File: src/rtl/serial_subtractor_if.sv
// Start/busy/done handshake bundle for the bit-serial subtractor.
// The master side issues operands and the slave side returns the held result.
interface serial_subtractor_if #(
  parameter int WIDTH = 8
) ();
  logic             start;
  logic [WIDTH-1:0] A;
  logic [WIDTH-1:0] B;
  logic [WIDTH-1:0] Diff;
  logic             Borrow;
  logic             busy;
  logic             done;

  modport master (
    output start, A, B,
    input  Diff, Borrow, busy, done
  );

  modport slave (
    input  start, A, B,
    output Diff, Borrow, busy, done
  );
endinterface

File: src/rtl/serial_subtractor.sv
// Bit-serial A - B, LSB first, one full-subtractor slice plus a registered borrow.
// The result is assembled in a shadow register, so Diff only changes on completion.
module serial_subtractor #(
  parameter int WIDTH = 8
) (
  input  logic                clk,
  input  logic                rst,
  serial_subtractor_if.slave  bus
);

  localparam int CW = $clog2(WIDTH + 1);

  typedef enum logic {IDLE, RUN} state_t;

  state_t           state;
  logic [WIDTH-1:0] sa;
  logic [WIDTH-1:0] sb;
  logic [WIDTH-1:0] res;
  logic             bf;
  logic [CW-1:0]    cnt;

  function automatic logic fs_diff(input logic a, input logic b, input logic bin);
    return a ^ b ^ bin;
  endfunction

  function automatic logic fs_borrow(input logic a, input logic b, input logic bin);
    return (~a & b) | (~(a ^ b) & bin);
  endfunction

  // Bit d enters at the MSB; written without a part-select so WIDTH=1 is legal.
  function automatic logic [WIDTH-1:0] shift_in(input logic [WIDTH-1:0] r, input logic d);
    logic [WIDTH-1:0] t;
    t = r >> 1;
    t[WIDTH-1] = d;
    return t;
  endfunction

  logic             d;
  logic             bnext;
  logic [WIDTH-1:0] res_next;

  always_comb begin
    d        = fs_diff(sa[0], sb[0], bf);
    bnext    = fs_borrow(sa[0], sb[0], bf);
    res_next = shift_in(res, d);
  end

  always_ff @(posedge clk or posedge rst) begin
    if (rst) begin
      state      <= IDLE;
      sa         <= '0;
      sb         <= '0;
      res        <= '0;
      bf         <= 1'b0;
      cnt        <= '0;
      bus.Diff   <= '0;
      bus.Borrow <= 1'b0;
      bus.busy   <= 1'b0;
      bus.done   <= 1'b0;
    end else begin
      bus.done <= 1'b0;
      case (state)
        IDLE: begin
          if (bus.start) begin
            sa       <= bus.A;
            sb       <= bus.B;
            bf       <= 1'b0;
            cnt      <= '0;
            bus.busy <= 1'b1;
            state    <= RUN;
          end
        end
        RUN: begin
          sa  <= sa >> 1;
          sb  <= sb >> 1;
          res <= res_next;
          bf  <= bnext;
          cnt <= cnt + CW'(1);
          // Last bit: publish the full result together with the final borrow.
          if (cnt == CW'(WIDTH - 1)) begin
            bus.Diff   <= res_next;
            bus.Borrow <= bnext;
            bus.done   <= 1'b1;
            bus.busy   <= 1'b0;
            state      <= IDLE;
          end
        end
        default: state <= IDLE;
      endcase
    end
  end

endmodule

File: src/flat_wrapper.sv
// flat-port wrapper written by rule: the top's interface ports become plain ports
module serial_subtractor_flat 
#(
  parameter int WIDTH = 8
)
  (clk, rst, bus_start, bus_A, bus_B, bus_Diff, bus_Borrow, bus_busy, bus_done);
  serial_subtractor_if #(.WIDTH(WIDTH)) bus_i ();
  input  logic clk;
  input  logic rst;
  input wire logic [$bits(bus_i.start)-1:0] bus_start;
  input wire logic [$bits(bus_i.A)-1:0] bus_A;
  input wire logic [$bits(bus_i.B)-1:0] bus_B;
  output wire logic [$bits(bus_i.Diff)-1:0] bus_Diff;
  output wire logic [$bits(bus_i.Borrow)-1:0] bus_Borrow;
  output wire logic [$bits(bus_i.busy)-1:0] bus_busy;
  output wire logic [$bits(bus_i.done)-1:0] bus_done;
  assign bus_i.start = bus_start;
  assign bus_i.A = bus_A;
  assign bus_i.B = bus_B;
  assign bus_Diff = bus_i.Diff;
  assign bus_Borrow = bus_i.Borrow;
  assign bus_busy = bus_i.busy;
  assign bus_done = bus_i.done;
  serial_subtractor #(.WIDTH(WIDTH)) u_core (.clk(clk), .rst(rst), .bus(bus_i));
endmodule
File: config.mk
export PLATFORM = sky130hd
export DESIGN_NAME = serial_subtractor_flat
export DESIGN_NICKNAME = d
export VERILOG_FILES = /design/src/rtl/serial_subtractor_if.sv /design/src/rtl/serial_subtractor.sv /design/src/flat_wrapper.sv
export SDC_FILE = /design/constraint.sdc
export NUM_CORES = 1
export LEC_CHECK = 0
export CAP_MARGIN = 15
export CORE_UTILIZATION = 40
export DETAILED_ROUTE_END_ITERATION = 6
export SLEW_MARGIN = 20
export SYNTH_ARGS = -nofsm -noshare
export SYNTH_HDL_FRONTEND = slang
export SYNTH_SLANG_ARGS = --single-unit
export TNS_END_PERCENT = 5
File: constraint.sdc
create_clock -name clk -period 1.8 [get_ports clk]
set_input_delay 0.18 -clock clk [delete_from_list [all_inputs] [get_ports clk]]
set_output_delay 0.18 -clock clk [all_outputs]
set_load 0.005 [all_outputs]
==> impl_metrics.toml <==
[synth]
synth_xor_area_frac = 0.01026
ys_seq_area_frac = 0.5865
yosys.area_share.simple = 0.07625
synth_seq_cells = 40
synth_cell_types = 21
syn-mean-instance-area_um2 = 12.28
syn-num-nets = 160
muxShareOfSynthArea = 0.2082
synth_cells = 139
synth_fa_ha_area_frac = 0.01906
synth_compound_area_frac = 0.06232
synth_top_family_by_area = "multiplexers"
syn_area_um2 = 1707
yosysWarnings = 0

[setup_path]
cp.depth = 3
slowest_delay_ns = 0.41
crit_buf_inv = 0
r2r.worst_path.cells = 3
critPathMaxFanout = 11
worstSetupStartpointType = "flip-flop"
critPathKind = "flip-flop to flip-flop"
crit_family = "multiplexers"
arrival_ns = 1.69
end_kind = "flip-flop"
worstPathCellList = "ha_1, nand4b_2, mux2_4"
crit_required_ns = 1.98
cp_slowest_cell = "mux2_4"

[timing]
timing.fmax_mhz = 664.5
post-route-period-util = 0.8361
maxSlewViolCount = 0
finalCriticalPeriod_ns = 1.505
setup_viol = 0
tightest_slew_ns = 0.4915
rsz0062_at_grt = "no"
relSlewSlack = 0.6724
finalHoldViolations = 0
finClkSkew_ns = 0.005289
finalSetupTns_ns = 0

[final_layout]
nets = 192
diodes = 0
final_common_cell = "dfrtp_1"
final_cell_mix = "40 x dfrtp_1, 29 x clkdlybuf4s50_1, 20 x nand2_1, 19 x o21ai_0, 16 x mux2i_1"
drive_gt1_frac = 0.1512
area_growth_syn_to_layout_pct = 26.61
final_cells = 222

[clock_tree]
cts_tree = "done"
cts_hold_buffers = 0
cts_buffer_depth = 2
cts-root-buf = "clkbuf_8"
cts_setup_buffers = 0
path_clk_slew_ns = 0.08
ctsResizeCount = 0
clock-sinks = 40
htreeDepth = 2
cts_buffers = 5
clock_latency_ns = 0.30

[power_and_ir_drop]
peakVddDrop_v = 0.0005725
p_per_area_nw_per_um2 = 1568
power_mw = 3.388
leakagePower_nw = 1.011

[routing]
drc = 0
final_antenna_net_count = 0
drtIter0Drc = 67
viasPerCell = 4.883
wirelength_mm = 2.879
drt_pre_antenna_iters = 4
post_drt_wl_per_cell_um = 12.97
vias = 1084

[floorplan]
die_h_um = 67.32
fp.coreArea_um2 = 4058
io_pins = 30
row_count = 23
start_util = 0.4206
fp.dieW_um = 67.32
die_area_um2 = 4532

[run]
drv_cap = 0

[global_routing]
grt_first_pass_wirelength_mm = 5.099
grt_usage = 0.1595
grt_max_degree = 41
grt_overflow = 0
antenna_found_initial = 0
grt_pass1_vias = 1148

[placed_design]
place_inst = 214
gp_congestion = 0.6970
dp_hpwl_mm = 1.958
portBuffers = 29

[hold_path]
hp-class = "input pin to async pin"

[run_status]
status = "finished, final reports clean"
## worst reg2reg max path: stages (launching register included)
cell and delay (ns):
dfrtp_1 0.39, ha_1 0.23, nand4b_2 0.36, mux2_4 0.42
## registers in the layout, indices dropped and copies added (netlist names)
register	cells
u_core.bus.done	1
u_core.bus.Borrow	1
u_core.bf	1
u_core.sa	8
u_core.res	7
u_core.bus.Diff	8
u_core.cnt	4
u_core.state	1
u_core.sb	8
u_core.bus.busy	1
## synthesized netlist by cell type
master | count | area [µm²]
o22ai_1 | 1 | 6.260
nand3_1 | 2 | 10.01
o21ai_0 | 19 | 95.09
nand3b_1 | 1 | 7.510
clkbuf_1 | 2 | 7.510
nor2_1 | 6 | 22.52
buf_6 | 1 | 11.26
mux2_4 | 7 | 105.1
fa_1 | 1 | 20.02
nand2_1 | 20 | 75.07
a21oi_1 | 1 | 5.000
nand4b_2 | 1 | 15.01
buf_4 | 1 | 7.510
xor2_1 | 1 | 8.760
inv_1 | 6 | 22.52
mux2i_1 | 16 | 160.2
xnor2_1 | 1 | 8.760
ha_1 | 1 | 12.51
dfrtp_1 | 40 | 1001
mux2_2 | 8 | 90.09
buf_2 | 3 | 15.01
## kinds of logic after synthesis
family                     Yosys count
xor gates and xnor gates             2
DFF                                 40
and+or+nand+nor                     30
muxes                               31
AOI/OAI and AO/OA                   21
buffers and inverters               13
adders and majority gates            2
## power by group
group / internal [mW] / total [mW] / switching (mW)
Combinational: 0.695 / 1.16 / 0.469
Clock: 0.411 / 0.716 / 0.305
Sequential: 1.27 / 1.51 / 0.236
## metrics by stage
| step | hold WS (ns) | cell area (µm²) | setup slack [ns] | utilization |
|---|---|---|---|---|
| 2_1_floorplan | 0.3363 | 1707 | 0.5002 | - |
| 3_3_place_gp | 0.4639 | 2053 | 0.3188 | 0.5060 |
| 3_5_place_dp | 0.4781 | 2053 | 0.2724 | 0.5060 |
| 4_1_cts | 0.3167 | 2161 | 0.2668 | 0.5325 |
| 5_1_grt | 0.3725 | 2161 | 0.1676 | 0.5325 |
| 6_report | 0.2909 | 2161 | 0.2951 | 0.5325 |
## metal layers
layer / GRT usage / share of wire / up-vias
met1: 0.1961 / 0.46 / 519
met3: 0.04054 / 0.040 / 7
li1: - / - / 530
met4: 0.1037 / 0.026 / 0
met2: 0.2475 / 0.47 / 28
met5: 0 / 0 / -
## layout make-up
class                           instances  area [µm²]
Timing Repair Buffer                   32       325.3
Clock buffer                            6       72.57
Sequential cell                        40        1001
Clock inverter                          2       35.03
Tap cell                               50       62.56
Fill cell                             365        1897
Multi-Input combinational cell         86       641.9
Inverter                                6       22.52
## path summary, 6_finish.rpt
kind	startpoint	to	slack, ns
worst min register to register	u_core.bf	u_core.bf	0.49
min in group clk	u_core.bf	u_core.bf	0.49
worst max-delay path	u_core.cnt[0]	u_core.bus.Diff[4]	0.30
max in group asynchronous	rst	u_core.bf	1.16
worst min-delay path	rst	u_core.res[2]	0.29
worst max register to register	u_core.cnt[0]	u_core.bus.Diff[4]	0.30
Note: power is estimated with default switching activity, not from simulation.
